===== src/rtl/apb_cn_port.sv =====
// Completer-node port: round-robin arbitration across requester nodes for one APB completer.
// The completer-side APB sequence includes a wait-state timeout so a hung completer cannot lock the node.
module apb_cn_port #(
  parameter int NUM_RN     = 2,
  parameter int ADDR_WIDTH = 32,
  parameter int DATA_WIDTH = 32,
  parameter int TIMEOUT    = 16
) (
  input  logic                           clk,
  input  logic                           rst_n,
  input  logic [NUM_RN-1:0]              rn_valid,
  input  logic [NUM_RN*ADDR_WIDTH-1:0]   rn_paddr,
  input  logic [NUM_RN-1:0]              rn_pwrite,
  input  logic [NUM_RN*DATA_WIDTH-1:0]   rn_pwdata,
  output logic [NUM_RN-1:0]              cn_ready,
  output logic [NUM_RN-1:0]              rn_pready,
  output logic [DATA_WIDTH-1:0]          rn_prdata,
  output logic                           rn_pslverr,
  output logic                           m_psel,
  output logic                           m_penable,
  output logic [ADDR_WIDTH-1:0]          m_paddr,
  output logic                           m_pwrite,
  output logic [DATA_WIDTH-1:0]          m_pwdata,
  input  logic                           m_pready,
  input  logic [DATA_WIDTH-1:0]          m_prdata,
  input  logic                           m_pslverr
);

  localparam int IDX_W = (NUM_RN > 1) ? $clog2(NUM_RN) : 1;
  localparam int CNT_W = (TIMEOUT > 0) ? $clog2(TIMEOUT + 1) : 1;

  typedef enum logic [1:0] {IDLE, SETUP, ACCESS, RESP} state_t;

  state_t                  state_q, state_d;
  logic [IDX_W-1:0]        ptr_q, gnt_q, arb_idx;
  logic                    arb_hit;
  logic [CNT_W-1:0]        cnt_q;
  logic [ADDR_WIDTH-1:0]   paddr_q;
  logic                    pwrite_q;
  logic [DATA_WIDTH-1:0]   pwdata_q, rdata_q;
  logic                    err_q;
  logic                    timeout_hit;
  logic [NUM_RN-1:0]       gnt_oh;
  logic [2*NUM_RN-1:0]     vld_dbl, vld_shift;
  logic [NUM_RN-1:0]       vld_rot;

  logic [ADDR_WIDTH-1:0]   addr_a  [NUM_RN];
  logic [DATA_WIDTH-1:0]   wdata_a [NUM_RN];

  for (genvar i = 0; i < NUM_RN; i++) begin : g_unpack
    assign addr_a[i]  = rn_paddr[i*ADDR_WIDTH +: ADDR_WIDTH];
    assign wdata_a[i] = rn_pwdata[i*DATA_WIDTH +: DATA_WIDTH];
  end

  // Rotate valids so bit 0 is the requester just after the last winner.
  assign vld_dbl   = {rn_valid, rn_valid};
  assign vld_shift = vld_dbl >> (int'(ptr_q) + 1);
  assign vld_rot   = vld_shift[NUM_RN-1:0];

  always_comb begin
    arb_hit = 1'b0;
    arb_idx = '0;
    for (int i = NUM_RN - 1; i >= 0; i--) begin
      if (vld_rot[IDX_W'(i)]) begin
        arb_hit = 1'b1;
        arb_idx = IDX_W'((int'(ptr_q) + 1 + i) % NUM_RN);
      end
    end
  end

  assign timeout_hit = (TIMEOUT != 0) && (cnt_q == CNT_W'(TIMEOUT - 1));
  assign gnt_oh      = NUM_RN'(1) << gnt_q;

  always_comb begin
    state_d = state_q;
    case (state_q)
      IDLE:    if (arb_hit) state_d = SETUP;
      SETUP:   state_d = ACCESS;
      ACCESS:  if (m_pready || timeout_hit) state_d = RESP;
      RESP:    state_d = IDLE;
      default: state_d = IDLE;
    endcase
  end

  always_ff @(posedge clk or negedge rst_n) begin
    if (!rst_n) state_q <= IDLE;
    else        state_q <= state_d;
  end

  always_ff @(posedge clk or negedge rst_n) begin
    if (!rst_n) begin
      ptr_q    <= IDX_W'(NUM_RN - 1);
      gnt_q    <= '0;
      cnt_q    <= '0;
      paddr_q  <= '0;
      pwrite_q <= 1'b0;
      pwdata_q <= '0;
      rdata_q  <= '0;
      err_q    <= 1'b0;
    end else begin
      case (state_q)
        IDLE: if (arb_hit) begin
          gnt_q    <= arb_idx;
          ptr_q    <= arb_idx;
          paddr_q  <= addr_a[arb_idx];
          pwrite_q <= rn_pwrite[arb_idx];
          pwdata_q <= wdata_a[arb_idx];
        end
        SETUP: cnt_q <= '0;
        // A ready arriving on the timeout cycle takes priority over the synthetic error.
        ACCESS: begin
          if (m_pready) begin
            rdata_q <= m_prdata;
            err_q   <= m_pslverr;
          end else if (timeout_hit) begin
            rdata_q <= '0;
            err_q   <= 1'b1;
          end else if (cnt_q != '1) begin
            cnt_q <= cnt_q + 1'b1;
          end
        end
        default: ;
      endcase
    end
  end

  assign m_psel     = (state_q == SETUP) || (state_q == ACCESS);
  assign m_penable  = (state_q == ACCESS);
  assign m_paddr    = paddr_q;
  assign m_pwrite   = pwrite_q;
  assign m_pwdata   = pwdata_q;
  assign cn_ready   = m_psel ? gnt_oh : '0;
  assign rn_pready  = (state_q == RESP) ? gnt_oh : '0;
  assign rn_prdata  = (state_q == RESP) ? rdata_q : '0;
  assign rn_pslverr = (state_q == RESP) && err_q;

endmodule


===== config.mk =====
export PLATFORM = sky130hd
export DESIGN_NAME = apb_cn_port
export DESIGN_NICKNAME = d
export VERILOG_FILES = /design/src/rtl/apb_cn_port.sv
export SDC_FILE = /design/constraint.sdc
export NUM_CORES = 1
export LEC_CHECK = 0
export CORE_ASPECT_RATIO = 1.2
export CORE_MARGIN = 5
export CORE_UTILIZATION = 35
export DETAILED_ROUTE_END_ITERATION = 16
export PLACE_DENSITY = 0.87
export SYNTH_ARGS = -nofsm -noshare
export SYNTH_HDL_FRONTEND = slang
export SYNTH_SLANG_ARGS = --single-unit

===== constraint.sdc =====
create_clock -name clk -period 1.72 [get_ports clk]
set_input_delay 0.344 -clock clk [delete_from_list [all_inputs] [get_ports clk]]
set_output_delay 0.344 -clock clk [all_outputs]
set_load 0.02 [all_outputs]

==> results of run 1 <==
-- critical path: stages, from the launching register on --
cell and delay (ps):
dfrtp_2 440, ha_4 200, buf_12 150, and2_1 190, buf_6 140
-- placed cells by master (no fill, tap or decap), types with 8 or more instances in the layout --
cell,n
buf_4,23
and2_1,29
a22o_1,32
mux2i_1,67
nor2_1,66
clkbuf_16,11
dfrtp_1,104
clkdlybuf4s50_1,227
a21oi_1,65
buf_2,22
buf_12,8
buf_6,17
-- what timing repair did --
item,CTS,global route
setup endpoints to repair,47,77
buffers inserted,2,1
cloned,1,3
resized for setup,182,38
pin swaps,2,39
-- logic make-up after synthesis --
logic type / count (synthesis) / share of synthesized area [%]
flops: 107 / 54.7
mux: 68 / 13.9
compound gates: 104 / 13.2
buf+inv: 39 / 4.24
fa+ha+maj: 8 / 2.04
simple gates: 121 / 12.0
-- layer usage --
layer	GRT usage [%]	vias up
met5	0	-
met4	6.28	0
met3	5.48	25
met2	32.7	181
met1	21.3	2095
li1	-	2132
-- power groups by stage --
| stage | combinational [uW] | clock [uW] | sequential (uW) |
|---|---|---|---|
| after floorplan | 3140 | 0 | 5180 |
| after global placement | 7360 | 0 | 4350 |
| after detailed placement | 7630 | 0 | 4390 |
| after CTS | 7620 | 1980 | 4390 |
| after global routing | 8430 | 2100 | 4550 |
| final | 7830 | 1910 | 4390 |
-- registers in the layout, summed over array words and instances, names as in the netlist --
register and cells:
err_q 1, m_pwrite 1, ptr_q 1, m_paddr 32, m_pwdata 32, state_q 2
rdata_q 32, gnt_q 1, cnt_q 5
-- stage by stage --
step | instances | instance area, um2 | setup WS [ps] | TNS [ps]
finish | 907 | 8400 | -78.1 | -1830
global route | 907 | 8400 | -120 | -4740
CTS | 903 | 8210 | -95.6 | -3010
detailed placement | 884 | 7990 | -210 | -7800
global placement | 884 | 7990 | -99.7 | -4910
floorplan | 447 | 4930 | 1.79 | 0
-- worst max path at each step --
stage	start	end	slack (ps)	cells after the start
after floorplan	cnt_q[0]	cnt_q[0]	2	6
after global placement	state_q[0]	rn_pready[0]	-100	4
after detailed placement	state_q[0]	rn_prdata[5]	-210	4
after CTS	state_q[0]	rn_prdata[5]	-100	4
after global routing	state_q[0]	rn_prdata[30]	-120	4
final	state_q[0]	rn_prdata[5]	-80	4
-- cell type report --
| type | instances | area share [%] |
|---|---|---|
| flip-flops and latches | 107 | 31.9 |
| repair buffers | 305 | 36.3 |
| clock inverters | 5 | 0.462 |
| clock buffers | 11 | 2.89 |
| well taps | 171 | 2.55 |
| inverters | 7 | 0.313 |
| multi-input cells | 301 | 25.6 |
==> metrics.txt, run 1 <==
register cell area after layout 0.00268 mm2; nets between 900 and 1000; number of fill cells around 1100; GPL Wtd Cong around 0.82; final worst slack -78.1 ps; WL met2 8340 um; worst reg2reg path endpoint cnt_q[4]; Multi-input gate area 0.00215 mm2; Yosys top cell area share 54.2%; synthesis-to-finish area growth 71.6%; clk_lat worst skew approximately 330 ps; Die Wd 118 um; Psw between 5000 and 6000 uW; die area about 0.016 mm2; detailed-route wire length per cell 17.5 um; HP Class in -> async; Via Count between 4000 and 5000; most frequent cell after synthesis dfrtp_1; GRT Util Overall between 10% and 20%; initial antenna violation count 0; CP Max Fanout 18; P_int 8600 uW; vias in the first global route around 4800; post-detail-place hpwl between 10000 and 15000 um; Yosys warning count 0; CTS Root Cell clkbuf_16; Static Leak a little under 0.004 uW; ys async rst share 100%; RR Startpoint cnt_q[0]; largest net degree at the start of global routing roughly 110; DRC errors left 0; Num CTS Buffers 9; WL met1 ~6000 um; met3 wire len roughly 1200 um; Cell Area, Synth 0.00490 mm2; reg2reg setup slack -70 ps; Post-synth EDFFs 0; Seq/Total Area, Yosys a little over half; Hold WS 64.2 ps; Synth Area per Inst between 10 and 15 um2; Initial Util approximately 36%; Die H approximately 140 um; failing checks setup timing; Rows 47; ANT cells 0; outcome finished with violations; sequential share of power between 30% and 40%; drt total wl 15900 um; critical path class reg -> out; clock network power share a little over an eighth; Req. time, crit path about 1400 ps; Switching Fraction about two fifths; first drt pass iteration count 4; post-synth top area cell dfrtp_1; Primary FF master, synth dfrtp_1; crit path launch type flop; Iter 0 DRT Violations ~210; Yosys reg bits about 110; synthesized instance count around 450; ranking of synthesized cells by area dfrtp_1 54%, mux2i_1 14%, a21oi_1 6.6%, a22o_1 5.7%, nor2_1 5.1%; Max Freq between 500 and 600 MHz; Core ar. 0.0138 mm2; Period Utilization, post-route 105%; Commonest cells post-synth 106 x dfrtp_1, 67 x mux2i_1, 67 x nor2_1, 65 x a21oi_1, 36 x and2_1; number of I/O port buffers 270; TritonCTS Sinks ~110; gr ovfl total 0; H-Tree Level Count 3; Via-to-Cell Ratio slightly below 5; Distinct cells, synth 25; R2R depth 6; crit path DAT between 1000 and 1500 ps; Setup Skew approximately 9.8 ps; Slew Limit Fails 0; Tmin final 1800 ps; worst relative slew slack roughly 62%; highest routed metal layer met4; CTS Buffer Depth 2; CTS tree yes; CTS Hold Bufs 0; combinational group share of total power a little under three fifths; RSZ-0062 raised after global routing true; fin util between 60% and 70%; power per cell area between 1500 and 2000 mW/mm2; first-pass GRT wire length approximately 25000 um; Final Hold Fails 0; Final setup viols 39; Synth Net Count around 620; CP endpoint kind output port; clock slew at reported path FFs 70 ps; I/O pins 272; share of layout cells above drive strength 1 between 10% and 20%; peak supply drop approximately 1.0 mV; Max-cap violations 0; total power between 10000 and 15000 uW; Slew @ Worst Pin roughly 560 ps; ANT nets after route 0
No activity file was read; power rests on OpenSTA's default activity.
==> run 2: changes to the inputs <==
Settings changed: CORE_UTILIZATION 35 to 42, PLACE_DENSITY 0.87 to 0.95.
Clock period 1.72 ns to 2.1 ns, I/O delays scaled along.
==> metrics.txt, run 2 (synthesis results as in run 1) <==
GR peak layer met2; worst reg2reg path endpoint cnt_q[0]; crit path launch type flop; WP buf/inv 2; number of fill cells around 850; CP endpoint kind output port; Iter 0 DRT Violations about 170; M1 GR Usage 23.4%; Worst path depth 4; H-Tree Level Count 3; R2R depth 6; ANT nets after route 0; GRT Util Overall between 20% and 30%; final worst slack 87.7 ps; Max-cap violations 0; Max Freq a little under 500 MHz; Setup Slack @ Placement approximately 120 ps; Die Wd about 110 um; Rows 43; met3 Usage GRT 6.40%; Crit-path slowest cell dfrtp_1; top cell family by delay on the critical path buffers and inverters; peak supply drop ~1 mV; CP Max Fanout 35; vias in the first global route 4726; clk_lat worst skew between 300 and 400 ps; Via-to-Cell Ratio 4.98; number of I/O port buffers 270; Core ar. 0.0115 mm2; GPL Wtd Cong between 0.7 and 0.8; clock slew at reported path FFs 70 ps; Worst path max stage delay between 300 and 400 ps; crit-path cells ha_2 > buf_12 > and2_1 > dlygate4sd2_1; TritonCTS Sinks ~110; power per cell area around 1400 mW/mm2; post-detail-place hpwl around 12000 um; RSZ-0062 raised after global routing false; DRC errors left 0; met2 GRT Util around 37%; crit path DAT around 1600 ps; Slew Limit Fails 0; Final Hold Fails 0; Worst Setup SP state_q[1]; worst relative slew slack 78.0%; first drt pass iteration count 4; initial antenna violation count 1; nets around 900; HP Class in -> async; I/O pins around 270; Period Utilization, post-route a little over nine tenths; setup bufs post-CTS 0; Slew @ Worst Pin approximately 330 ps; first-pass GRT wire length 23100 um; TNS Setup 0 ps; gr ovfl total 0; Req. time, crit path 1680 ps; most frequent cells in the layout 230 x clkdlybuf4s50_1, 106 x dfrtp_1, 67 x mux2i_1, 67 x nor2_1, 65 x a21oi_1; reg2reg setup slack ~110 ps; total power around 11000 uW; RR Startpoint cnt_q[0]; CTS Root Cell clkbuf_16; outcome finished, final reports clean; Final setup viols 0; synthesis-to-finish area growth 64.7%; Num CTS Buffers 9; Setup Skew roughly 8 ps; Tmin final ~2000 ps; CTS Buffer Depth 2; largest net degree at the start of global routing a little under 60; Initial Util 42.5%; end of the critical path rn_prdata[2]; drt total wl between 10000 and 15000 um; critical path class reg -> out; die area about 0.014 mm2; CTS tree yes; most common cell after layout, fill and taps aside clkdlybuf4s50_1; Via Count roughly 4300; share of layout cells above drive strength 1 6.71%; detailed-route wire length per cell about 17 um; Static Leak between 0.003 and 0.004 uW; CTS Hold Bufs 0; Die H 128 um
[run 2: changes by cell type in the layout (fill, tap and decap cells not counted), moves of 7 or more]
cell / delta
buf_2: -22
buf_6: -17
buf_4: -16
clkdlybuf4s15_1: +14
clkbuf_2: +12
dlygate4sd2_1: +12
and2_1: +7
and2_4: -7
[run 2: final cells by class]
type                            instances  area [um2]  area share [%]
Multi-Input combinational cell        301        2040            25.3
Clock buffer                           12         246            3.06
Inverter                                7        26.3           0.326
Tap cell                              157         196            2.43
Clock inverter                          4        50.0           0.620
Antenna cell                            1        2.50          0.0310
Sequential cell                       107        2680            33.2
Timing Repair Buffer                  284        2830            35.1
[run 2: worst reg2reg max path: stages, from the launching register on]
cell,delay [ps]
dfrtp_1,420
ha_1,220
and3_1,220
ha_1,260
or4b_4,590
nand3_1,110
o21ai_1,70
[run 2: routing by layer]
metal  up-vias  part of all wire [%]  wire length (um)
li1       2074                     -                 -
met1      2046                    36              5290
met2       195                    52              7720
met3        30                   9.2              1350
met4         0                   2.4               349
met5         -                     0                 0
[run 2: repair_timing]
action	in CTS	in global routing
gates cloned	0	0
pin swaps	0	0
resized for setup	39	39
setup endpoints to repair	39	35
[run 2: power breakdown]
| group | switching, uW | internal, uW |
|---|---|---|
| logic | 3110 | 2770 |
| registers | 537 | 3050 |
| clock network | 696 | 956 |
| total | 4340 | 6780 |
[run 2: how the worst min path moves through the flow]
stage          startpoint           end  slack (ps)  depth (start not counted)
4_1_cts             rst_n  m_pwdata[19]          80                          2
6_report            rst_n   m_paddr[30]          70                          2
3_5_place_dp        rst_n  m_pwdata[10]         440                          2
2_1_floorplan       rst_n      cnt_q[0]         120                          0
5_1_grt             rst_n   m_pwdata[3]          90                          2
3_3_place_gp        rst_n   m_paddr[30]         430                          2
[run 2: stage by stage]
stage                     hold slack (ps)  utilization (%)  std cells  area [um2]
final                                71.9             70.1        873        8070
after global placement                430             68.1        856        7840
after CTS                            76.6             70.3        872        8090
after global routing                 88.3             70.1        873        8070
after detailed placement              440             68.1        856        7840
after floorplan                       124                -        447        4900
==> run 3: changes to the inputs <==
Settings changed: CAP_MARGIN from default to 10, CORE_UTILIZATION 42 to 43, CTS_BUF_LIST from default to sky130_fd_sc_hd__clkbuf_2 sky130_fd_sc_hd__clkbuf_4 sky130_fd_sc_hd__clkbuf_8, CTS_CLUSTER_DIAMETER from default to 100.
==> metrics.txt, run 3 (synthesis results as in run 1) <==
outcome finished, final reports clean; clock slew at reported path FFs approximately 100 ps; peak supply drop between 0.8 and 0.9 mV; largest net degree at the start of global routing 56; Num CTS Buffers 9; ANT cells 0; RR Startpoint cnt_q[0]; top cell family by delay on the critical path buffers and inverters; Worst path max stage delay between 400 and 500 ps; first drt pass iteration count 4; Worst Setup SP state_q[0]; end of the critical path rn_prdata[22]; CTS tree yes; Multi-input gate area about 0.0020 mm2; Final setup viols 0; register cell area after layout ~0.0027 mm2; critical path class reg -> out; Static Leak between 0.003 and 0.004 uW; Max Freq 486 MHz; most common cell after layout, fill and taps aside clkdlybuf4s50_1; detailed-route wire length per cell 17.5 um; total power between 10000 and 15000 uW; worst relative slew slack around 72%; Initial Util between 40% and 50%; ANT nets after route 0; Die Wd approximately 110 um; GPL Wtd Cong just over 0.8; Slew Limit Fails 0; cell area after placement about 0.0078 mm2; Via-to-Cell Ratio around 5.1; gr ovfl total 0; crit-path cells ha_2 > buf_12 > and2_1 > dlygate4sd2_1; power per cell area roughly 1300 mW/mm2; Finished Layout Cells 871; fin util 72.0%; drt total wl 15200 um; number of fill cells 774; first-pass GRT wire length roughly 24000 um; DRC errors left 0; H-Tree Level Count 3; vias in the first global route 4780; clk_lat worst skew 350 ps; CTS Buffer Depth 2; Rows 42; TritonCTS Sinks 107; share of layout cells above drive strength 1 approximately 7.1%; synthesis-to-finish area growth 63.0%; CP endpoint kind output port; Post-Place Cells about 850; Crit-path slowest cell dfrtp_1; CP Max Fanout 26; worst reg2reg path endpoint cnt_q[0]; R2R depth 6; WP buf/inv 2; Slew @ Worst Pin around 420 ps; reg2reg setup slack about 120 ps; GRT Util Overall between 20% and 30%; Final Hold Fails 0; Req. time, crit path around 1700 ps; crit path launch type flop; Via Count between 4000 and 5000; number of I/O port buffers 270; most frequent cells in the layout 230 x clkdlybuf4s50_1, 106 x dfrtp_1, 67 x mux2i_1, 67 x nor2_1, 65 x a21oi_1; nets 889; Max-cap violations 0; post-detail-place hpwl around 12000 um; initial antenna violation count 0; die area 0.0136 mm2; Setup Skew ~15 ps; Core ar. about 0.011 mm2; I/O pins between 200 and 300; Tmin final approximately 2100 ps; Design Area, Final between 0.007 and 0.008 mm2; HP Class reg -> reg; Die H 127 um; Iter 0 DRT Violations 109; TNS Setup 0 ps; crit path DAT 1640 ps; CTS Root Cell clkbuf_8; Period Utilization, post-route a little over nine tenths; Worst path depth 4
## run 3: stage by stage
stage	worst slack (ps)	hold WS [ps]
floorplan	275	124
global placement	165	369
detailed placement	60.7	380
CTS	13.1	513
global route	-6.06	530
finish	41.4	514
## run 3: metal layers
layer  wire [um]  vias to the layer above  global-route usage, %
li1            -                     2085                      -
met1        5400                     2110                   23.4
met2        7890                      208                   39.7
met3        1590                       26                   7.11
met4         341                        0                   7.80
met5           0                        -                      0
## run 3: worst min path at each step
stage                               to  startpoint  cells after the start
after floorplan               cnt_q[0]       rst_n                      0
after global placement     rdata_q[12]       rst_n                      1
after detailed placement    rdata_q[1]       rst_n                      1
after CTS                 m_pwdata[20]       rst_n                      2
after global routing        rdata_q[5]  rdata_q[5]                      1
final                       rdata_q[6]  rdata_q[6]                      1
## run 3: timing repair
item | 4_1_cts | 5_1_grt
endpoints found under the hold margin | 27 | 0
setup buffers | 0 | 1
hold buffers | 1 | 0
gates resized for setup | 60 | 28
pin swaps | 0 | 1
setup endpoints to repair | 39 | 31
## run 3: cell type report
cell class | count | share of cell area, %
sequential | 107 | 33.5
timing repair buffer | 287 | 35.9
multi-input combinational | 301 | 25.6
clock buffer | 11 | 1.90
tap | 154 | 2.41
inverter | 7 | 0.329
clock inverter | 4 | 0.329
## run 3: power breakdown
group	switching [uW]	internal, uW
clock	638	488
combinational	3110	2800
sequential	578	3040
total	4330	6330
